### src/rtl/writeback_unit_pkg.sv
// ============================================================================
// writeback_unit_pkg : shared ISA encodings and load-queue entry type
// Rev 1.0
// ============================================================================
`default_nettype none

package writeback_unit_pkg;

    // Load funct3 encodings
    localparam logic [2:0] F3_LB  = 3'b000;
    localparam logic [2:0] F3_LH  = 3'b001;
    localparam logic [2:0] F3_LW  = 3'b010;
    localparam logic [2:0] F3_LBU = 3'b100;
    localparam logic [2:0] F3_LHU = 3'b101;

    typedef logic [4:0] reg_idx_t;

    typedef struct packed {
        reg_idx_t   rd;
        logic [2:0] funct3;
        logic [1:0] offset;
    } lq_entry_t;

endpackage

`default_nettype wire

### src/rtl/writeback_unit_if.sv
// ============================================================================
// writeback_unit_if : ALU result, load issue, memory response and write-port bus
// Rev 1.0
// ============================================================================
`default_nettype none

interface writeback_unit_if #(
    parameter int DWIDTH = 32
);
    import writeback_unit_pkg::*;

    logic              alu_valid_i;
    reg_idx_t          alu_rd_i;
    logic [DWIDTH-1:0] alu_data_i;

    logic              ld_issue_valid_i;
    logic              ld_issue_ready_o;
    reg_idx_t          ld_issue_rd_i;
    logic [2:0]        ld_issue_funct3_i;
    logic [1:0]        ld_issue_offset_i;

    logic              mem_rsp_valid_i;
    logic              mem_rsp_ready_o;
    logic [DWIDTH-1:0] mem_rsp_data_i;

    logic              regwren_o;
    reg_idx_t          rd_o;
    logic [DWIDTH-1:0] datawb_o;
    logic [31:0]       busy_o;
    logic              err_o;

    // The writeback unit itself
    modport slave (
        input  alu_valid_i, alu_rd_i, alu_data_i,
        input  ld_issue_valid_i, ld_issue_rd_i, ld_issue_funct3_i, ld_issue_offset_i,
        output ld_issue_ready_o,
        input  mem_rsp_valid_i, mem_rsp_data_i,
        output mem_rsp_ready_o,
        output regwren_o, rd_o, datawb_o, busy_o, err_o
    );

    // Pipeline / memory side
    modport master (
        output alu_valid_i, alu_rd_i, alu_data_i,
        output ld_issue_valid_i, ld_issue_rd_i, ld_issue_funct3_i, ld_issue_offset_i,
        input  ld_issue_ready_o,
        output mem_rsp_valid_i, mem_rsp_data_i,
        input  mem_rsp_ready_o,
        input  regwren_o, rd_o, datawb_o, busy_o, err_o
    );

endinterface

`default_nettype wire

### src/rtl/writeback_unit_load_align.sv
// ============================================================================
// writeback_unit_load_align : byte/halfword select and sign/zero extension
// Rev 1.0
// ============================================================================
`default_nettype none

module writeback_unit_load_align
    import writeback_unit_pkg::*;
#(
    parameter int DWIDTH = 32
) (
    input  logic [2:0]        funct3_i,
    input  logic [1:0]        offset_i,
    input  logic [DWIDTH-1:0] word_i,
    output logic [DWIDTH-1:0] data_o
);

    logic [7:0]  w_byte;
    logic [15:0] w_half;

    always_comb begin
        w_byte = word_i[7:0];
        case (offset_i)
            2'd1:    w_byte = word_i[15:8];
            2'd2:    w_byte = word_i[23:16];
            2'd3:    w_byte = word_i[31:24];
            default: w_byte = word_i[7:0];
        endcase
        w_half = offset_i[1] ? word_i[31:16] : word_i[15:0];
    end

    // Unknown funct3 codes fall back to a full-word load
    always_comb begin
        data_o = word_i;
        case (funct3_i)
            F3_LB:   data_o = {{(DWIDTH-8){w_byte[7]}}, w_byte};
            F3_LH:   data_o = {{(DWIDTH-16){w_half[15]}}, w_half};
            F3_LBU:  data_o = {{(DWIDTH-8){1'b0}}, w_byte};
            F3_LHU:  data_o = {{(DWIDTH-16){1'b0}}, w_half};
            F3_LW:   data_o = word_i;
            default: data_o = word_i;
        endcase
    end

endmodule

`default_nettype wire

### src/rtl/writeback_unit.sv
// ============================================================================
// writeback_unit : register-file write-port owner merging ALU results and
//                  in-order load responses, with per-register busy scoreboard
// Rev 1.0
// ============================================================================
`default_nettype none

module writeback_unit
    import writeback_unit_pkg::*;
#(
    parameter int DWIDTH   = 32,
    parameter int LQ_DEPTH = 4
) (
    input  logic            clk,
    input  logic            rst,
    writeback_unit_if.slave wb
);

    localparam int PTR_W = $clog2(LQ_DEPTH);
    localparam int CNT_W = PTR_W + 1;
    localparam logic [CNT_W-1:0] C_FULL_CNT = CNT_W'(LQ_DEPTH);

    lq_entry_t         lq_mem_q [LQ_DEPTH];
    logic [PTR_W-1:0]  wr_ptr_q, wr_ptr_d;
    logic [PTR_W-1:0]  rd_ptr_q, rd_ptr_d;
    logic [CNT_W-1:0]  count_q, count_d;
    logic              hold_valid_q, hold_valid_d;
    reg_idx_t          hold_rd_q, hold_rd_d;
    logic [DWIDTH-1:0] hold_data_q, hold_data_d;
    logic              err_q, err_d;

    logic              w_full, w_empty, w_push, w_rsp_acc, w_pop;
    lq_entry_t         w_head;
    logic [DWIDTH-1:0] w_rsp_data;
    logic              w_wr_valid;
    reg_idx_t          w_wr_rd;
    logic [DWIDTH-1:0] w_wr_data;
    logic [PTR_W-1:0]  w_age;
    logic [31:0]       w_busy;

    assign w_full    = (count_q == C_FULL_CNT);
    assign w_empty   = (count_q == '0);
    assign w_push    = wb.ld_issue_valid_i && !w_full;
    assign w_rsp_acc = wb.mem_rsp_valid_i && !hold_valid_q;
    assign w_pop     = w_rsp_acc && !w_empty;
    assign w_head    = lq_mem_q[rd_ptr_q];

    writeback_unit_load_align #(
        .DWIDTH (DWIDTH)
    ) u_load_align (
        .funct3_i (w_head.funct3),
        .offset_i (w_head.offset),
        .word_i   (wb.mem_rsp_data_i),
        .data_o   (w_rsp_data)
    );

    // Write-port arbitration: ALU first, then the held load, then a live response
    always_comb begin
        hold_valid_d = hold_valid_q;
        hold_rd_d    = hold_rd_q;
        hold_data_d  = hold_data_q;
        w_wr_valid   = 1'b0;
        w_wr_rd      = '0;
        w_wr_data    = '0;
        if (wb.alu_valid_i) begin
            w_wr_valid = 1'b1;
            w_wr_rd    = wb.alu_rd_i;
            w_wr_data  = wb.alu_data_i;
            if (w_pop) begin
                hold_valid_d = 1'b1;
                hold_rd_d    = w_head.rd;
                hold_data_d  = w_rsp_data;
            end
        end else if (hold_valid_q) begin
            w_wr_valid   = 1'b1;
            w_wr_rd      = hold_rd_q;
            w_wr_data    = hold_data_q;
            hold_valid_d = 1'b0;
        end else if (w_pop) begin
            w_wr_valid = 1'b1;
            w_wr_rd    = w_head.rd;
            w_wr_data  = w_rsp_data;
        end
    end

    assign wb.regwren_o        = w_wr_valid && (w_wr_rd != '0);
    assign wb.rd_o             = w_wr_rd;
    assign wb.datawb_o         = w_wr_data;
    assign wb.ld_issue_ready_o = !w_full;
    assign wb.mem_rsp_ready_o  = !hold_valid_q;
    assign wb.err_o            = err_q;

    always_comb begin
        wr_ptr_d = w_push ? wr_ptr_q + PTR_W'(1) : wr_ptr_q;
        rd_ptr_d = w_pop  ? rd_ptr_q + PTR_W'(1) : rd_ptr_q;
        count_d  = count_q;
        case ({w_push, w_pop})
            2'b10:   count_d = count_q + CNT_W'(1);
            2'b01:   count_d = count_q - CNT_W'(1);
            default: count_d = count_q;
        endcase
        err_d = err_q | (w_rsp_acc & w_empty);
    end

    // An entry is live when its distance from the read pointer is below the count
    always_comb begin
        w_busy = '0;
        w_age  = '0;
        for (int i = 0; i < LQ_DEPTH; i++) begin
            w_age = PTR_W'(i) - rd_ptr_q;
            if ({1'b0, w_age} < count_q) begin
                w_busy[lq_mem_q[i].rd] = 1'b1;
            end
        end
        if (hold_valid_q) begin
            w_busy[hold_rd_q] = 1'b1;
        end
        w_busy[0] = 1'b0;
    end

    assign wb.busy_o = w_busy;

    always_ff @(posedge clk or negedge rst) begin
        if (!rst) begin
            wr_ptr_q     <= '0;
            rd_ptr_q     <= '0;
            count_q      <= '0;
            hold_valid_q <= 1'b0;
            hold_rd_q    <= '0;
            hold_data_q  <= '0;
            err_q        <= 1'b0;
        end else begin
            wr_ptr_q     <= wr_ptr_d;
            rd_ptr_q     <= rd_ptr_d;
            count_q      <= count_d;
            hold_valid_q <= hold_valid_d;
            hold_rd_q    <= hold_rd_d;
            hold_data_q  <= hold_data_d;
            err_q        <= err_d;
        end
    end

    // Queue payload needs no reset: validity comes from count_q alone
    always_ff @(posedge clk) begin
        if (w_push) begin
            lq_mem_q[wr_ptr_q] <= {wb.ld_issue_rd_i, wb.ld_issue_funct3_i, wb.ld_issue_offset_i};
        end
    end

endmodule

`default_nettype wire

### src/flat_wrapper.sv
// flat-port wrapper written by rule: the top's interface ports become plain ports
module writeback_unit_flat import writeback_unit_pkg::*;
#(
    parameter int DWIDTH   = 32,
    parameter int LQ_DEPTH = 4
)
  (clk, rst, wb_alu_valid_i, wb_alu_rd_i, wb_alu_data_i, wb_ld_issue_valid_i, wb_ld_issue_rd_i, wb_ld_issue_funct3_i, wb_ld_issue_offset_i, wb_ld_issue_ready_o, wb_mem_rsp_valid_i, wb_mem_rsp_data_i, wb_mem_rsp_ready_o, wb_regwren_o, wb_rd_o, wb_datawb_o, wb_busy_o, wb_err_o);
  writeback_unit_if #(.DWIDTH(DWIDTH)) wb_i ();
  input  logic clk;
  input  logic rst;
  input wire logic [$bits(wb_i.alu_valid_i)-1:0] wb_alu_valid_i;
  input wire logic [$bits(wb_i.alu_rd_i)-1:0] wb_alu_rd_i;
  input wire logic [$bits(wb_i.alu_data_i)-1:0] wb_alu_data_i;
  input wire logic [$bits(wb_i.ld_issue_valid_i)-1:0] wb_ld_issue_valid_i;
  input wire logic [$bits(wb_i.ld_issue_rd_i)-1:0] wb_ld_issue_rd_i;
  input wire logic [$bits(wb_i.ld_issue_funct3_i)-1:0] wb_ld_issue_funct3_i;
  input wire logic [$bits(wb_i.ld_issue_offset_i)-1:0] wb_ld_issue_offset_i;
  output wire logic [$bits(wb_i.ld_issue_ready_o)-1:0] wb_ld_issue_ready_o;
  input wire logic [$bits(wb_i.mem_rsp_valid_i)-1:0] wb_mem_rsp_valid_i;
  input wire logic [$bits(wb_i.mem_rsp_data_i)-1:0] wb_mem_rsp_data_i;
  output wire logic [$bits(wb_i.mem_rsp_ready_o)-1:0] wb_mem_rsp_ready_o;
  output wire logic [$bits(wb_i.regwren_o)-1:0] wb_regwren_o;
  output wire logic [$bits(wb_i.rd_o)-1:0] wb_rd_o;
  output wire logic [$bits(wb_i.datawb_o)-1:0] wb_datawb_o;
  output wire logic [$bits(wb_i.busy_o)-1:0] wb_busy_o;
  output wire logic [$bits(wb_i.err_o)-1:0] wb_err_o;
  assign wb_i.alu_valid_i = wb_alu_valid_i;
  assign wb_i.alu_rd_i = wb_alu_rd_i;
  assign wb_i.alu_data_i = wb_alu_data_i;
  assign wb_i.ld_issue_valid_i = wb_ld_issue_valid_i;
  assign wb_i.ld_issue_rd_i = wb_ld_issue_rd_i;
  assign wb_i.ld_issue_funct3_i = wb_ld_issue_funct3_i;
  assign wb_i.ld_issue_offset_i = wb_ld_issue_offset_i;
  assign wb_ld_issue_ready_o = wb_i.ld_issue_ready_o;
  assign wb_i.mem_rsp_valid_i = wb_mem_rsp_valid_i;
  assign wb_i.mem_rsp_data_i = wb_mem_rsp_data_i;
  assign wb_mem_rsp_ready_o = wb_i.mem_rsp_ready_o;
  assign wb_regwren_o = wb_i.regwren_o;
  assign wb_rd_o = wb_i.rd_o;
  assign wb_datawb_o = wb_i.datawb_o;
  assign wb_busy_o = wb_i.busy_o;
  assign wb_err_o = wb_i.err_o;
  writeback_unit #(.DWIDTH(DWIDTH), .LQ_DEPTH(LQ_DEPTH)) u_core (.clk(clk), .rst(rst), .wb(wb_i));
endmodule
### config.mk
export PLATFORM = sky130hd
export DESIGN_NAME = writeback_unit_flat
export DESIGN_NICKNAME = d
export VERILOG_FILES = /design/src/rtl/writeback_unit_pkg.sv /design/src/rtl/writeback_unit_if.sv /design/src/rtl/writeback_unit_load_align.sv /design/src/rtl/writeback_unit.sv /design/src/flat_wrapper.sv
export SDC_FILE = /design/constraint.sdc
export NUM_CORES = 1
export LEC_CHECK = 0
export ABC_AREA = 1
export CORE_MARGIN = 3
export CORE_UTILIZATION = 40
export CTS_BUF_LIST = sky130_fd_sc_hd__clkbuf_4
export DETAILED_ROUTE_END_ITERATION = 8
export HOLD_SLACK_MARGIN = 0.15
export PLACE_DENSITY_LB_ADDON = 0.12
export SETUP_SLACK_MARGIN = 0.02
export SLEW_MARGIN = 5
export SYNTH_ARGS = -nofsm -noshare
export SYNTH_HDL_FRONTEND = slang
export SYNTH_SLANG_ARGS = --single-unit
### constraint.sdc
create_clock -name clk -period 3.7 [get_ports clk]
set_input_delay 0.74 -clock clk [delete_from_list [all_inputs] [get_ports clk]]
set_output_delay 0.74 -clock clk [all_outputs]
set_load 0.02 [all_outputs]
==> results.toml <==
[timing]
final-hold-violation-count = 0
relSlewSlack_pct = 35.7
rsz0062_at_grt = "yes"
fin_setup_tns_ns = 0
max_freq_mhz = 284
holdWs_ns = 0.367
slew_violations = 0
fin_crit_ns = 3.52
setup_viol = 0
finClkSkew_ns = 0.0248
period_share_pct = 95.2
tightest_slew_ns = 0.964

[pwr]
power_density_mw_per_mm2 = 734
p_sw_mw = 3.41
power_frac_seq_pct = 24.8
p_int_mw = 2.92
power_frac_clock_pct = 8.9
combPwrFrac_pct = 66.4
worst_ir_drop_vdd_uv = 377
p_leak_nw = 4.00
finalPower_mw = 6.34
switching_share_pct = 53.8

[critical_path]
crit_chain = "nand2_2 -> inv_1 -> nor2_2 -> ha_1 -> nand3_1 -> nand2_2 -> inv_1 -> nand4_1 -> buf_4 -> o2111ai_1 -> clkbuf_2"
r2r-end = "u_core.hold_data_q[28]$_DFFE_PN0P_"
cp_slowest_stage_delay_ns = 0.50
path_buf_inv = 4
reg2reg_depth = 11
slowest_stage = "dfrtp_2"
rrSetupSlack_ns = 1.11
crit_path_start_kind = "flip-flop"
endpoint_kind = "output port"
rr_startpoint = "u_core.hold_valid_q$_DFFE_PN0P_"
crit_family = "simple AND/OR/NAND/NOR gates"
worstSetupPathType = "reg -> out"
path_max_fanout = 7
cp.required_ns = 2.96
arrival_ns = 2.78

[clock_network]
cts_sinks = 86
clock_latency_ns = 0.50
cts-root-buf = "clkbuf_4"
clk_path_buf_depth = 2
path_clk_slew_ns = 0.17
cts_max_level = 3
postCtsHoldBufs = 0
cts_tree = "yes"
numCtsBuffers = 9

[die]
core_area_mm2 = 0.0161
num_rows = 46
fp.dieArea_mm2 = 0.0181
fp.dieH_um = 135
die_w_um = 135
start_util_pct = 41.2
io_pins = 157

[grt]
grt_usage_pct = 26.4
grt_max_degree = 38
grt_pass1_wl_um = 37600
overflow = 0
antenna_found_initial = 1
grt_pass1_vias = 6811

[route]
wirelength_um = 24300
drc = 0
avgRoutedWirePerCell_um = 18.2
ant_nets = 0
drt_iter0_markers = 651
vias_per_cell = 5.35
vias = 7144
dr.pass1.iters = 7

[finish]
final_common_cell = "nand2_1"
drive_gt1_share_pct = 14.5
final_nets = 1207
final_cell_mix = "257 x nand2_1, 111 x inv_1, 90 x clkdlybuf4s50_1"
area_delta_synth_final_pct = 30.4
design_area_mm2 = 0.00863

[yosys]
synthCells = 936
ys_seq_area_share_pct = 35.5
yosysWarnings = 0
synth_top_area_share_pct = 18.1
synth_seq_cells = 86
syn_avg_cell_area_um2 = 7.07
yosys.area.top_type = "edfxtp_1"
yosysUniqueCellTypes = 38
synthTopCellsByArea = "edfxtp_1 18%, dfrtp_1 17%, nand2_1 15%, inv_1 6.3%, a21oi_1 5.5%"
synth_nets = 1030
synth_area_mm2 = 0.00662

[place]
gp_congestion = 0.982
post-dp-hpwl_um = 18800
place_area_mm2 = 0.00862
port_buffers = 155

[run_status]
status = "completed"

[worst_hold_path]
hold_class = "in -> async"

[run]
maxCapViolCount = 0
==> worst max-delay path by stage <==
stage | startpoint | endpoint | slack [ns] | depth (start not counted)
after floorplan | u_core.rd_ptr_q[0]$_DFFE_PN0P_ | wb_busy_o[31] | 0.71 | 11
after global placement | wb_mem_rsp_valid_i | wb_regwren_o | 0.20 | 11
after detailed placement | wb_mem_rsp_valid_i | wb_regwren_o | 0.18 | 11
after CTS | u_core.rd_ptr_q[1]$_DFFE_PN0P_ | wb_regwren_o | 0.02 | 9
after global routing | u_core.rd_ptr_q[1]$_DFFE_PN0P_ | wb_datawb_o[27] | 0.009 | 13
final | u_core.rd_ptr_q[1]$_DFFE_PN0P_ | wb_busy_o[27] | 0.18 | 11
==> state kept, by name, indices dropped and copies added, names as in the netlist <==
register             flops
u_core.wr_ptr_q          2
u_core.count_q           3
u_core.hold_data_q      32
u_core.wb.err_o          1
u_core.lq_mem_q         40
u_core.hold_valid_q      1
u_core.hold_rd_q         5
u_core.rd_ptr_q          2
==> worst register-to-register path: cells and delay by family (launching register included) <==
family	cells	cell delay (ns)
AND/OR/NAND/NOR	5	0.46
flip-flops	1	0.38
buffers and inverters	6	1.71
==> metal layers <==
| metal | vias up | track usage [%] | routed length [µm] |
|---|---|---|---|
| met5 | - | 0 | 0 |
| met4 | 0 | 8.37 | 592 |
| met3 | 44 | 4.43 | 1450 |
| met2 | 298 | 41.2 | 10900 |
| met1 | 3294 | 37.7 | 11300 |
| li1 | 3508 | - | - |
==> what timing repair did <==
item / 4_1_cts / 5_1_grt
buffers inserted: 1 / 1
gates cloned: 0 / 0
setup endpoints to repair: 66 / 50
resized for setup: 71 / 65
endpoints found under the hold margin: 0 / 0
==> per-stage QoR <==
step                      worst slack [ns]  utilization, %  instances
after global placement               0.197            53.7       1316
after global routing               0.00920            53.8       1335
after floorplan                      0.710               -        936
after CTS                           0.0244            54.2       1333
after detailed placement             0.181            53.7       1316
final                                0.176            53.8       1335
==> power groups by stage <==
stage | clock [mW] | sequential (mW) | combinational [mW]
final | 0.561 | 1.57 | 4.20
after global placement | 0 | 1.58 | 4.26
after detailed placement | 0 | 1.58 | 4.28
after floorplan | 0 | 1.51 | 2.80
after CTS | 0.568 | 1.57 | 4.17
after global routing | 0.595 | 1.61 | 4.62
==> cell families (layout without fill, tap and decap cells) <==
group	count (synthesis)	after routing	share of synthesized area (%)
flip-flops	86	86	35.5
AO/OA/AOI/OAI	165	165	15.7
XOR/XNOR	4	4	0.529
other	1	2	0.0566
AND/OR/NAND/NOR	517	517	36.7
adder cells (fa/ha/maj)	10	10	2.00
buffers and inverters	153	335	9.56
==> synthesized netlist by cell type <==
cell / count
a21oi_1: 73
a21oi_2: 8
a22oi_1: 37
a31o_2: 1
buf_2: 7
buf_4: 1
buf_6: 6
clkbuf_1: 20
clkbuf_2: 1
clkinv_1: 2
conb_1: 1
dfrtp_1: 46
edfxtp_1: 40
fa_1: 1
ha_1: 9
inv_1: 112
inv_2: 4
nand2_1: 258
nand2_2: 13
nand2_4: 4
nand3_1: 59
nand3_2: 22
nand3_4: 1
nand3b_1: 7
nand3b_4: 1
nand4_1: 22
nor2_1: 78
nor2_2: 4
nor2_4: 3
nor3_1: 41
nor3_2: 2
o2111ai_1: 18
o211ai_1: 4
o21ai_0: 22
o221ai_1: 2
or2_2: 2
xnor2_1: 1
xor2_1: 3
==> final cells by class <==
type | count | area (µm²)
Tap cell | 216 | 270
Antenna cell | 1 | 2.50
Timing Repair Buffer | 201 | 1770
Clock inverter | 7 | 70.1
Sequential cell | 86 | 2350
Fill cell | 1610 | 7430
Clock buffer | 9 | 67.6
Multi-Input combinational cell | 697 | 3650
Inverter | 118 | 447
Power figures use the tool's default switching activity.
